File: src/rtl/pixel_fb_writer.sv
// pixel_fb_writer: clips incoming pixel writes, buffers them in a small FIFO and
// drains them into the framebuffer write port; also runs a full-screen clear sweep.
module pixel_fb_writer #(
    parameter int unsigned WIDTH      = 160,
    parameter int unsigned HEIGHT     = 120,
    parameter int unsigned FIFO_DEPTH = 4
) (
    input  logic        clk,
    input  logic        resetn,
    input  logic        draw_enable,
    input  logic [7:0]  x_in,
    input  logic [7:0]  y_in,
    input  logic [23:0] rgb_in,
    input  logic        clear_req,
    input  logic [23:0] clear_colour,
    output logic [14:0] fb_addr,
    output logic [8:0]  fb_data,
    output logic        fb_we,
    output logic        busy,
    output logic        overflow,
    output logic [7:0]  clip_count
);

    localparam int unsigned NPIX  = WIDTH * HEIGHT;
    localparam int unsigned PTR_W = (FIFO_DEPTH > 1) ? $clog2(FIFO_DEPTH) : 1;
    localparam int unsigned CNT_W = $clog2(FIFO_DEPTH + 1);

    typedef enum logic {S_RUN, S_CLEAR} state_t;

    state_t             state_q, state_d;
    logic [14:0]        clr_cnt_q, clr_cnt_d;
    logic               clear_pending_q, clear_pending_d;
    logic [8:0]         clear_col_q, clear_col_d;
    logic [PTR_W-1:0]   wr_ptr_q, wr_ptr_d;
    logic [PTR_W-1:0]   rd_ptr_q, rd_ptr_d;
    logic [CNT_W-1:0]   count_q, count_d;
    logic [14:0]        fb_addr_q, fb_addr_d;
    logic [8:0]         fb_data_q, fb_data_d;
    logic               fb_we_q, fb_we_d;
    logic               overflow_q, overflow_d;
    logic [7:0]         clip_count_q, clip_count_d;

    logic [14:0]        mem_addr_q [FIFO_DEPTH];
    logic [8:0]         mem_data_q [FIFO_DEPTH];

    logic               in_range_c;
    logic [14:0]        pix_addr_c;
    logic [8:0]         pix_data_c;
    logic [8:0]         clr_data_c;
    logic               push_c;
    logic               pop_c;
    logic               full_c;
    logic               unused_c;

    // Coordinate clipping, linear address and 3:3:3 colour quantisation
    always_comb begin
        in_range_c = (32'(x_in) < WIDTH) && (32'(y_in) < HEIGHT);
        pix_addr_c = 15'(y_in) * 15'(WIDTH) + 15'(x_in);
        pix_data_c = {rgb_in[23:21], rgb_in[15:13], rgb_in[7:5]};
        clr_data_c = {clear_colour[23:21], clear_colour[15:13], clear_colour[7:5]};
        unused_c   = ^{rgb_in[20:16], rgb_in[12:8], rgb_in[4:0],
                       clear_colour[20:16], clear_colour[12:8], clear_colour[4:0]};
    end

    // Next-state: FIFO bookkeeping, capture counters, clear control and write port
    always_comb begin
        state_d         = state_q;
        clr_cnt_d       = clr_cnt_q;
        clear_pending_d = clear_pending_q;
        clear_col_d     = clear_col_q;
        wr_ptr_d        = wr_ptr_q;
        rd_ptr_d        = rd_ptr_q;
        fb_addr_d       = fb_addr_q;
        fb_data_d       = fb_data_q;
        fb_we_d         = 1'b0;
        overflow_d      = overflow_q;
        clip_count_d    = clip_count_q;

        full_c = (count_q == CNT_W'(FIFO_DEPTH));
        pop_c  = (state_q == S_RUN) && (count_q != '0);
        push_c = draw_enable && in_range_c && (!full_c || pop_c);

        if (draw_enable && in_range_c && full_c && !pop_c) begin
            overflow_d = 1'b1;
        end
        if (draw_enable && !in_range_c && (clip_count_q != 8'hFF)) begin
            clip_count_d = clip_count_q + 8'd1;
        end

        if (push_c) begin
            wr_ptr_d = wr_ptr_q + PTR_W'(1);
        end
        if (pop_c) begin
            rd_ptr_d = rd_ptr_q + PTR_W'(1);
        end
        count_d = count_q + CNT_W'(push_c) - CNT_W'(pop_c);

        if (state_q == S_RUN) begin
            if (pop_c) begin
                fb_addr_d = mem_addr_q[rd_ptr_q];
                fb_data_d = mem_data_q[rd_ptr_q];
                fb_we_d   = 1'b1;
            end
            if (clear_pending_q && (count_q == '0)) begin
                state_d         = S_CLEAR;
                clr_cnt_d       = '0;
                clear_pending_d = 1'b0;
            end
        end else begin
            fb_addr_d = clr_cnt_q;
            fb_data_d = clear_col_q;
            fb_we_d   = 1'b1;
            clr_cnt_d = clr_cnt_q + 15'd1;
            if (clr_cnt_q == 15'(NPIX - 1)) begin
                state_d = S_RUN;
            end
        end

        // A request while busy only refreshes the colour
        if (clear_req) begin
            clear_col_d = clr_data_c;
            if (!busy) begin
                clear_pending_d = 1'b1;
            end
        end
    end

    // Control and output registers
    always_ff @(posedge clk or negedge resetn) begin
        if (!resetn) begin
            state_q         <= S_RUN;
            clr_cnt_q       <= '0;
            clear_pending_q <= 1'b0;
            clear_col_q     <= '0;
            wr_ptr_q        <= '0;
            rd_ptr_q        <= '0;
            count_q         <= '0;
            fb_addr_q       <= '0;
            fb_data_q       <= '0;
            fb_we_q         <= 1'b0;
            overflow_q      <= 1'b0;
            clip_count_q    <= '0;
        end else begin
            state_q         <= state_d;
            clr_cnt_q       <= clr_cnt_d;
            clear_pending_q <= clear_pending_d;
            clear_col_q     <= clear_col_d;
            wr_ptr_q        <= wr_ptr_d;
            rd_ptr_q        <= rd_ptr_d;
            count_q         <= count_d;
            fb_addr_q       <= fb_addr_d;
            fb_data_q       <= fb_data_d;
            fb_we_q         <= fb_we_d;
            overflow_q      <= overflow_d;
            clip_count_q    <= clip_count_d;
        end
    end

    // FIFO storage; validity is tracked by the pointers, so no reset is needed
    always_ff @(posedge clk) begin
        if (push_c) begin
            mem_addr_q[wr_ptr_q] <= pix_addr_c;
            mem_data_q[wr_ptr_q] <= pix_data_c;
        end
    end

    // Output drive
    always_comb begin
        fb_addr    = fb_addr_q;
        fb_data    = fb_data_q;
        fb_we      = fb_we_q;
        overflow   = overflow_q;
        clip_count = clip_count_q;
        busy       = clear_pending_q || (state_q == S_CLEAR);
    end

endmodule

File: config.mk
export PLATFORM = sky130hd
export DESIGN_NAME = pixel_fb_writer
export DESIGN_NICKNAME = d
export VERILOG_FILES = /design/src/rtl/pixel_fb_writer.sv
export SDC_FILE = /design/constraint.sdc
export NUM_CORES = 1
export LEC_CHECK = 0
export CAP_MARGIN = 0
export CORE_MARGIN = 3
export CORE_UTILIZATION = 42
export DETAILED_ROUTE_END_ITERATION = 12
export PLACE_DENSITY = 0.66
export SYNTH_ARGS = -nofsm -noshare
export SYNTH_HDL_FRONTEND = slang
export SYNTH_SLANG_ARGS = --single-unit
File: constraint.sdc
create_clock -name clk -period 5.6 [get_ports clk]
set_input_delay 1.68 -clock clk [delete_from_list [all_inputs] [get_ports clk]]
set_output_delay 1.68 -clock clk [all_outputs]
set_load 0.005 [all_outputs]
# Yosys cells after proc, flatten, opt, wreduce, memory -nomap -nowiden
# Memories as Yosys holds them, arrays and structs flattened.
# Index checks and enable logic that the tools add are counted.
# W data, S select, Z words.
# totals
ramBits,96
out_inout_bits,35
n_memories,2
wordCells,63
ff_bits,67
# mem_list
memory,depth,word_bits,rd,rd_ports_with_merged_regs,wr,line_no,rtl
mem_addr_q,4,15,1,0,1,43,logic [14:0] mem_addr_q [FIFO_DEPTH];
mem_data_q,4,9,1,0,1,44,logic [8:0] mem_data_q [FIFO_DEPTH];
# classes
multipliers,1
addsub,7
mux,17
n_reduce_logical,18
n_lt_le_gt_ge,2
bitwise_logic,1
eq_ne,3
# op_table
op,count
$mux W15,4
$mux W9,2
$add A15 B1 Y15 const B,1
$add A15 B8 Y15,1
$eq A15 B15 Y1 const B,1
$mux W1,11
$mul A8 B3 Y10 const B,1
$logic_and A1 B1 Y1,9
$add A8 B1 Y8 const B,1
$lt A8 B7 Y1 const B,1
$lt A8 B8 Y1 const B,1
$ne A8 B8 Y1 const B,1
$add A2 B1 Y2 const B,2
$reduce_bool A2 Y1,2
$add A3 B1 Y3,1
$eq A3 B3 Y1 const B,1
$logic_not A1 Y1,3
$logic_not A3 Y1,1
$reduce_bool A3 Y1,1
$sub A3 B1 Y3,1
$logic_or A1 B1 Y1,2
$not A1 Y1,1

# Depth between registers and ports, before layout
# depth
depth_word,6
mapped_depth,12

# Worst setup path before layout
# OpenSTA, ideal clock, no wires.
# synth_timing
path_kind,in2reg
from,input port y_in[1]
to,memory mem_addr_q[0][14] (data pin)
n_path_buf,0
arrival_time_ns,3.474
stages,8
path_slack_ns,1.853
t_required_ns,5.326
path_cell_list,ha_1 ha_1 fa_1 a211oi_1 nor2_1 xor2_1 nand4_2 xnor2_1
# synth_via
elab_chain_cells,2
# synth_rtl
element,line_no,rtl
start: declaration,12,"input logic [7:0] y_in,"
$mul A8 B3 Y10,58,pix_addr_c = 15'(y_in) * 15'(WIDTH) + 15'(x_in);
$add A15 B8 Y15,58,
net pix_addr_c[14],47,logic [14:0] pix_addr_c;
end: declaration,43,
# The timed path passes the listed nets, and every way through them passes these cells.

# Worst setup path in the final report
# Ends and elaborated chain as after synthesis.

==> summary.md <==
| Metric | Value |
|---|---|
| Slew at the pin with the worst max-slew slack | `0.9190 ns` |
| Final period utilization | `0.7592` |
| Clk_skew | `approximately 0.011 ns` |
| Slew Limit Headroom | `0.3873` |
| Cell Area, Synth | `7041 sq um` |
| Worst EP arrival | `4.40 ns` |
| Design area | `8512 sq um` |
| Leakage power | `3.320 nW` |
| Drt pass-1 iters | `5` |
| Global Route Usage Sum | `0.1595` |
| Max Cap Viol | `0` |
| FFs w/ async S/R, synth | `0.4110` |
| Flops & latches, synth | `163` |
| Drt total wl | `roughly 14,000 um` |
| Nets | `623` |
| Max H-tree Level | `4` |
| Layout cell share with drive strength beyond 1 | `0.1494` |
| CTS Buffer Depth | `2` |
| Post-synth EDFFs | `96` |
| Placed Area | `7984 sq um` |
| Worst ir drop on vdd | `0.2656 mV` |
| Post-synthesis sequential area ratio | `0.6476` |
| Setup tns final | `0 ns` |
| CP Capture Type | `flip-flop` |
| Reg clk slew, reported paths | `0.06 ns` |
| CTS Buf Count | `17` |
| I/O pin count | `between 100 and 150` |
| CTS Sinks | `163` |
| Vias per std cell | `between 5 and 6` |
| Area Overhead vs Synth | `20.90%` |
| # diodes | `0` |
| Die width | `between 100 and 150 um` |
| Unrepaired setup endpoints after global routing | `false` |
| Reg-to-reg slack, setup | `about 2.8 ns` |
| Synthesized Nets | `543` |
| Core box area | `roughly 16,000 sq um` |
| Max-slew violations | `0` |
| Maximum number of pins on one net before global-route repair | `44` |
| Max Fclk | `~0.24 GHz` |
| Initial DRC count | `316` |
| CTS root buf | `clkbuf_16` |
| Final Hold Slack | `0.4732 ns` |
| CP max stage cell | `clkdlybuf4s50_1` |
| Synth Area per Inst | `15.68 sq um` |
| Vias in the first global route | `4,077` |
| Final setup fails | `0` |
| Pwr Density | `460.1 nW/um^2` |
| Fin. Hold Viols | `0` |
| First-pass GRT wire length | `approximately 22,000 um` |
| Initial antenna violation count | `0` |
| Synth top area cells | `edfxtp_1 41%, dfrtp_1 24%, mux4_2 7.7%` |
| CP top delay family | `adder cells` |
| Largest stage delay on the critical path | `0.46 ns` |
| Die span in y | `135.5 um` |
| Grt ovf | `0` |
| Synth cell types | `50` |
| # Post-CTS Setup Buffers | `0` |
| Post-synthesis instance total | `449` |
| Hold_buf cts | `0` |
| Critical path class | `input pin to flip-flop` |
| Post-CTS Resized | `0` |
| Min Tclk post-route | `4.252 ns` |
| Req. time, crit path | `5.75 ns` |
| Dpl hpwl | `about 9000 um` |
| Vias | `3,993` |
| Cell Chain, Critical Path | `clkdlybuf4s50_1 > ha_1 > ha_1 > fa_1 > xor2_1 > nor3b_1 > nand4_2 > xnor2_1` |
| Final antenna-violating net count | `0` |
| Initial core utilization | `0.4369` |
| Residual DRC | `0` |
| # port buffers | `72` |
| CP startpoint kind | `input pin` |
| Routed len/inst | `18.21 um` |
| Hold Crit Class | `flip-flop to flip-flop` |
| CTS tree | `yes` |
| Clk Latency, worst-skew pair | `0.42 ns` |
| # fillers | `1,303` |
| Full die area | `18,350 sq um` |
| Worst path bufs/invs | `1` |
| Critical path fanouts, max | `4` |
| Status | `complete, no violations` |
| Gpl congestion | `0.7704` |
| Most used cell, CP | `ha_1` |
| Main synth FF type | `edfxtp_1` |
| Yosys top cell area share | `0.4095` |
| Standard-cell rows | `46` |
| Area leader, netlist | `edfxtp_1` |
| Ys Warns | `0` |
| Total power draw | `3.916 mW` |
## layout make-up
cell class / count / area, sq um / area share
Inverter: 42 / 157.7 / 0.01852
Clock buffer: 21 / 450.4 / 0.05292
Timing Repair Buffer: 80 / 775.7 / 0.09114
Multi-Input combinational cell: 225 / 2220 / 0.2608
Tap cell: 216 / 270.3 / 0.03175
Sequential cell: 163 / 4561 / 0.5358
Clock inverter: 11 / 77.57 / 0.009114
## routing by layer
layer / global-route usage / vias to the layer above / share of wire
met4: 0.06103 / 0 / 0.018
met1: 0.1997 / 2031 / 0.42
met5: 0 / - / 0
li1: - / 1867 / -
met2: 0.2724 / 76 / 0.52
met3: 0.03492 / 19 / 0.036
## registers in the layout, summed over array words and instances (netlist names)
name,flops
count_q,3
clear_pending_q,1
fb_we,1
fb_addr,15
rd_ptr_q,2
clr_cnt_q,15
overflow,1
clear_col_q,9
mem_data_q,36
fb_data,9
wr_ptr_q,2
state_q,1
clip_count,8
mem_addr_q,60
## where the power goes
part | internal [mW] | switching, mW | leakage [nW]
Clock | 0.580 | 0.454 | 0.256
Sequential | 1.52 | 0.205 | 1.70
Combinational | 0.623 | 0.536 | 1.37
## cell usage in the layout, fill, tap and decap left out, types with 2 or more instances in the layout
cell             instances
edfxtp_1                96
a31oi_1                  2
ha_1                    23
clkinvlp_4               2
and4_1                   2
and2_1                   4
nand3_1                  6
a222oi_1                23
nor3_1                   6
inv_6                    4
o21ai_0                  5
clkdlybuf4s50_1         71
xnor2_1                 25
xor2_1                  11
nor2_1                  16
nand4_1                  4
fa_1                     3
and3_1                   3
clkbuf_16               17
inv_1                   41
a22o_1                  15
nand2_1                 18
mux4_2                  24
dfrtp_1                 66
a21oi_1                  3
clkbuf_1                 3
buf_4                    8
mux2_2                   9
clkinv_2                 3
## logic make-up (layout without fill, tap and decap cells)
family / after synthesis / count (layout) / synth area share
xor+xnor: 36 / 36 / 0.04478
buf+inv: 61 / 154 / 0.03714
compound gates: 59 / 59 / 0.07357
simple gates: 70 / 70 / 0.05492
fa+ha+maj: 26 / 26 / 0.04941
mux: 34 / 34 / 0.09259
flops: 163 / 163 / 0.6476
## cells in the mapped netlist, types with 7 or more instances
library cell and count:
nand2_1 18, xnor2_1 25, edfxtp_1 96, a222oi_1 23
clkbuf_1 7, mux4_2 24, nor2_1 16, buf_2 8
inv_1 41, dfrtp_1 67, mux2_2 9, xor2_1 11
a22o_1 15, ha_1 23
## final timing paths
check                                         endpoint            startpoint  cells after the start
min in group asynchronous    clip_count[5]$_DFFE_PN0P_                resetn                      1
max reg2reg                       count_q[2]$_DFF_PN0_     state_q$_DFF_PN0_                     10
max                        mem_addr_q[0][14]$_DFFE_PP_               y_in[1]                      8
min reg2reg                       overflow$_DFFE_PN0P_  overflow$_DFFE_PN0P_                      1
min                               overflow$_DFFE_PN0P_  overflow$_DFFE_PN0P_                      1
max in group asynchronous      rd_ptr_q[0]$_DFFE_PN0N_                resetn                      2
## per-stage QoR
stage          worst slack [ns]  utilization  std cells
4_1_cts                   1.331       0.5282        758
3_3_place_gp              1.020       0.4954        726
6_report                  1.348       0.5282        758
5_1_grt                   1.079       0.5282        758
2_1_floorplan             1.853            -        449
3_5_place_dp             0.9152       0.4954        726
Note: power is estimated with default switching activity, not from simulation.
==> patch 1 (same flow settings) <==
Register the output `clip_count`; this adds one clock of latency there. The other outputs are not delayed to match.
--- a/src/rtl/pixel_fb_writer.sv
+++ b/src/rtl/pixel_fb_writer.sv
@@ -26,6 +26,8 @@
     localparam int unsigned CNT_W = $clog2(FIFO_DEPTH + 1);
 
     typedef enum logic {S_RUN, S_CLEAR} state_t;
+
+    logic [7:0] clip_count_c;
 
     state_t             state_q, state_d;
     logic [14:0]        clr_cnt_q, clr_cnt_d;
@@ -170,8 +172,12 @@
         fb_data    = fb_data_q;
         fb_we      = fb_we_q;
         overflow   = overflow_q;
-        clip_count = clip_count_q;
+        clip_count_c = clip_count_q;
         busy       = clear_pending_q || (state_q == S_CLEAR);
+    end
+
+    always_ff @(posedge clk) begin
+        clip_count <= clip_count_c;
     end
 
 endmodule
Check against the original RTL: not equivalent (a bounded check fails within 4 cycles, from zero or initial values and one cycle with resetn low).
==> patch 1 against the unedited design <==
Wire length down 2.0%. Setup slack gained 0.17 ns. Largest power group unchanged. Worst hold slack got worse by 0.043 ns. Design area up 1.8%. Highest routed layer unchanged. Sequential cell count rose by 8. Synthesized area increased by 1.6%. Total power up 3.2%. Die area grew 1.5%. Critical path type unchanged.
==> patch 1: results (changes against the unedited design) <==
[outcome]
outcome = finished clean

[clocking]
cts.clk_slew.worst_paths_ns = 0.06  ; about the same
cts_buffers = 17  ; unchanged

[route]
wl_met1_um = 5773  ; -1.2%
top_layer_used = met4
initialDrtViolationCount = 331  ; +4.7%
first_pass_iters = 8  ; +3
vias = 4035  ; +1.1%
wl_met2_um = 6944  ; -3.8%
wl_met3_um = 581  ; +17%
wl_per_cell_um = 17.68  ; -2.9%

[grt]
grt_use_met3_pct = 3.529  ; +0.038 points
grt_pass1_vias = 4166  ; +2.2%
grt_use_met1_pct = 20.24  ; +0.28 points
grt_pass1_wl_um = 22060  ; +0.51%
grt_max_degree = 40  ; -9.1%
grt_use_total_pct = 15.55  ; -0.41 points

[placed_design]
dpl.hpwl_um = 9263  ; +2.9%

[worst_hold_path]
hold_path_depth = 0  ; -1
min-delay-start = clip_count_c[1]$_DFFE_PN0P_

[yosys]
synth_nets = 546  ; +0.55%
synth.area.top_cells = edfxtp_1 40%, dfrtp_1 23%, mux4_2 7.6%
ys_seq_area_share_pct = 65.98  ; +1.2 points
synth_xor_area_share_pct = 4.408  ; -0.071 points
synth_edf_count = 96  ; unchanged
synth_compound_area_share_pct = 7.137  ; -0.22 points
synthAdderAreaFrac_pct = 4.863  ; -0.078 points
async_flop_share_pct = 39.18  ; -1.9 points
synthMuxAreaShare_pct = 8.973  ; -0.29 points
synthDistinctLibCells = 48  ; -4.0%
ys_top_cells_by_count = 96 x edfxtp_1, 67 x dfrtp_1, 39 x inv_1

[final_layout]
reg.largest.list = mem_addr_q (60), mem_data_q (36)
drive_gt1_share_pct = 14.50  ; -0.45 points
nNetsFinal = 627  ; +0.64%

[power]
ir_worst_vdd_uv = 265.5  ; about the same
power.leakage_uw = 0.003392  ; +2.2%

[setup_path]
reg2reg_setup_slack_ns = 2.47  ; -0.32 ns
ff2ff_path_depth = 9  ; -1
crit_arrival_ns = 4.28  ; -0.12 ns
cpLargestDelayFamily = adder cells

[timing]
fin_worst_skew_ns = 0.008565  ; -0.002253 ns
tightest_slew_ns = 1.166  ; +0.2472 ns

==> patch 1: changes by cell type in the layout (fill, tap and decap cells not counted), moves of 3 or more <==
cell        unedited run  this run
clkbuf_1               3         0
clkinvlp_4             2         5
dfxtp_1                0         8
nand3_1                6         9
==> patch 1: cells by family (layout without fill, tap and decap cells) <==
logic type | count (synthesis) | count (layout)
muxes | 33 | 33
adders and majority gates | 26 | 26
DFF | 171 | 171
buffers and inverters | 57 | 150
AOI/OAI and AO/OA | 58 | 58
xor gates and xnor gates | 36 | 36
and+or+nand+nor | 71 | 71
==> patch 1: stage by stage <==
stage	hold WS [ns]	area [µm²]	setup WS (ns)	cells	power [µW]
finish	0.4299	8663	1.517	765	4043
global route	0.4441	8663	1.309	765	4292
CTS	0.4271	8663	1.522	765	4099
detailed placement	0.4125	8114	1.094	734	3016
global placement	0.4047	8114	1.167	734	2968
floorplan	0.3862	7153	1.853	452	2507
==> patch 1: area by class of cell <==
| cell class | count | area [µm²] |
|---|---|---|
| clock inverter | 14 | 123.9 |
| timing repair buffer | 80 | 775.7 |
| sequential | 171 | 4720 |
| tap | 220 | 275.3 |
| inverter | 39 | 146.4 |
| multi-input combinational | 224 | 2197 |
| clock buffer | 17 | 425.4 |
| fill | 1353 | 7979 |
==> patch 1: path summary, 6_finish.rpt <==
check,endpoint
min in group asynchronous,clear_col_q[7]$_DFFE_PN0P_
setup / recovery,mem_addr_q[1][14]$_DFFE_PP_
max in group asynchronous,wr_ptr_q[0]$_DFFE_PN0P_
hold / removal,clip_count[1]$_DFF_P_
hold reg to reg,clip_count[1]$_DFF_P_
setup reg to reg,count_q[2]$_DFF_PN0_
==> patch 1: where the power goes <==
group	switching, µW	internal (µW)	total (µW)
sequential	209	1590	1800
combinational	538	626	1160
clock	466	609	1080
total	1210	2830	4040
==> patch 2 (same settings) <==
Without the edit above. The parameter `WIDTH` goes from 160 to 128.
--- a/src/rtl/pixel_fb_writer.sv
+++ b/src/rtl/pixel_fb_writer.sv
@@ -1,7 +1,7 @@
 // pixel_fb_writer: clips incoming pixel writes, buffers them in a small FIFO and
 // drains them into the framebuffer write port; also runs a full-screen clear sweep.
 module pixel_fb_writer #(
-    parameter int unsigned WIDTH      = 160,
+    parameter int unsigned WIDTH      = 128,
     parameter int unsigned HEIGHT     = 120,
     parameter int unsigned FIFO_DEPTH = 4
 ) (
Function: changed (Yosys sat finds a counterexample within 4 cycles, from zero or initial values and one cycle with resetn low).
==> patch 2 against the unedited design <==
Synthesized cell count decreased by 0.45%. Wire length decreased by 4.3%. Design area decreased by 1.9%. Setup slack improved by 0.34 ns. Die area decreased by 3.4%. Combinational power decreased by 23%. Worst hold slack improved by 0.0084 ns. Clock skew decreased by 0.0010 ns. Count of clock-buffer cells in the layout increased by 3. Synthesized area decreased by 3.6%. First-iteration DRC count increased by 11%. Total power decreased by 4.7%. Fmax increased by 8.6%. Sequential cell count unchanged. Largest cell class unchanged.
==> patch 2: results (changes against the unedited design) <==
[grt]
grt_use_met3_pct = 3.210  ; -0.28 points
grt_pass1_wl_um = 21710  ; -1.1%
grt_max_degree = 68  ; +55%
grt_use_met1_pct = 22.36  ; +2.4 points
grt_util_met2_pct = 24.58  ; -2.7 points
grt_pass1_vias = 4036  ; -1.0%
grt_use_total_pct = 15.81  ; -0.14 points

[yosys]
ys_top_cells_by_count = 96 x edfxtp_1, 67 x dfrtp_1, 47 x nand2_1
synthAdderAreaFrac_pct = 2.138  ; -2.8 points
ys_seq_area_share_pct = 67.16  ; +2.4 points
synth_nets = 526  ; -3.1%
synthMuxAreaShare_pct = 9.786  ; +0.53 points
synthDistinctLibCells = 44  ; -12%
synth.area.top_cells = edfxtp_1 42%, dfrtp_1 25%, mux4_2 8.0%
synth_compound_area_share_pct = 6.801  ; -0.56 points

[placed_design]
dpl.hpwl_um = 8655  ; -3.9%
place_congestion = 0.7885  ; +2.3%
post_dp_cell_area_um2 = 7717  ; -3.3%

[setup_path]
cpLargestDelayFamily = simple AND/OR/NAND/NOR gates
critPathLaunch = y_in[7]
crit_arrival_ns = 4.21  ; -0.19 ns
cpPeakStageDelay_ns = 0.44  ; -0.02 ns
critPathMaxFanout = 7  ; +3
ff2ff_path_depth = 11  ; +1

[final_layout]
n_fill_cell = 1237  ; -5.1%
nNetsFinal = 602  ; -3.4%
drive_gt1_share_pct = 16.79  ; +1.8 points

[route]
wl_per_cell_um = 17.68  ; -2.9%
initialDrtViolationCount = 352  ; +11%
vias = 3833  ; -4.0%

[power]
power.leakage_uw = 0.003123  ; -5.9%
clkPwrFrac_pct = 32.4  ; +6.0 points
seq_power_share_pct = 43.8  ; -0.2 points
p_int_uw = 2694  ; -1.0%

[clocking]
clock_latency_ns = 0.41

[timing]
fin_worst_skew_ns = 0.009804  ; -0.001013 ns

[outcome]
outcome = finished clean

-- patch 2: cell types whose count changed in the layout (fill, tap and decap cells not counted), moves of 7 or more --
cell | unedited run | this run
nand2_1 | 18 | 47
a222oi_1 | 23 | 0
a22o_1 | 15 | 2
a21oi_1 | 3 | 33
xnor2_1 | 25 | 18
a2bb2oi_1 | 0 | 15
inv_1 | 41 | 9
ha_1 | 23 | 10
-- patch 2: metal layers --
metal,vias up,routed length (µm)
li1,1817,-
met1,1924,5872
met2,85,6581
met3,7,632
met4,0,123
met5,-,0
-- patch 2: final timing paths --
path / to / slack, ns
max: count_q[2]$_DFF_PN0_ / 1.69
min: overflow$_DFFE_PN0P_ / 0.48
max reg2reg: count_q[2]$_DFF_PN0_ / 3.03
min reg2reg: overflow$_DFFE_PN0P_ / 0.48
max in group asynchronous: clear_col_q[1]$_DFFE_PN0P_ / 3.59
min in group asynchronous: clip_count[6]$_DFFE_PN0P_ / 1.45
-- patch 2: area by class of cell --
| cell class | instances | area [µm²] | share of cell area [%] |
|---|---|---|---|
| Timing Repair Buffer | 81 | 783.3 | 9.384 |
| Multi-Input combinational cell | 251 | 2077 | 24.88 |
| Tap cell | 211 | 264.0 | 3.163 |
| Clock inverter | 8 | 122.6 | 1.469 |
| Sequential cell | 163 | 4559 | 54.62 |
| Clock buffer | 24 | 506.7 | 6.071 |
| Inverter | 9 | 33.78 | 0.4047 |
-- patch 2: per-stage QoR --
stage	hold slack (ns)	worst slack, ns	util [%]	power, µW	cells
floorplan	0.4678	2.018	-	2203	447
global placement	0.4652	1.340	49.84	2536	715
detailed placement	0.4733	1.252	49.84	2563	715
CTS	0.4872	1.684	53.91	3778	747
global route	0.5052	1.430	53.91	3935	747
finish	0.4816	1.686	53.91	3732	747
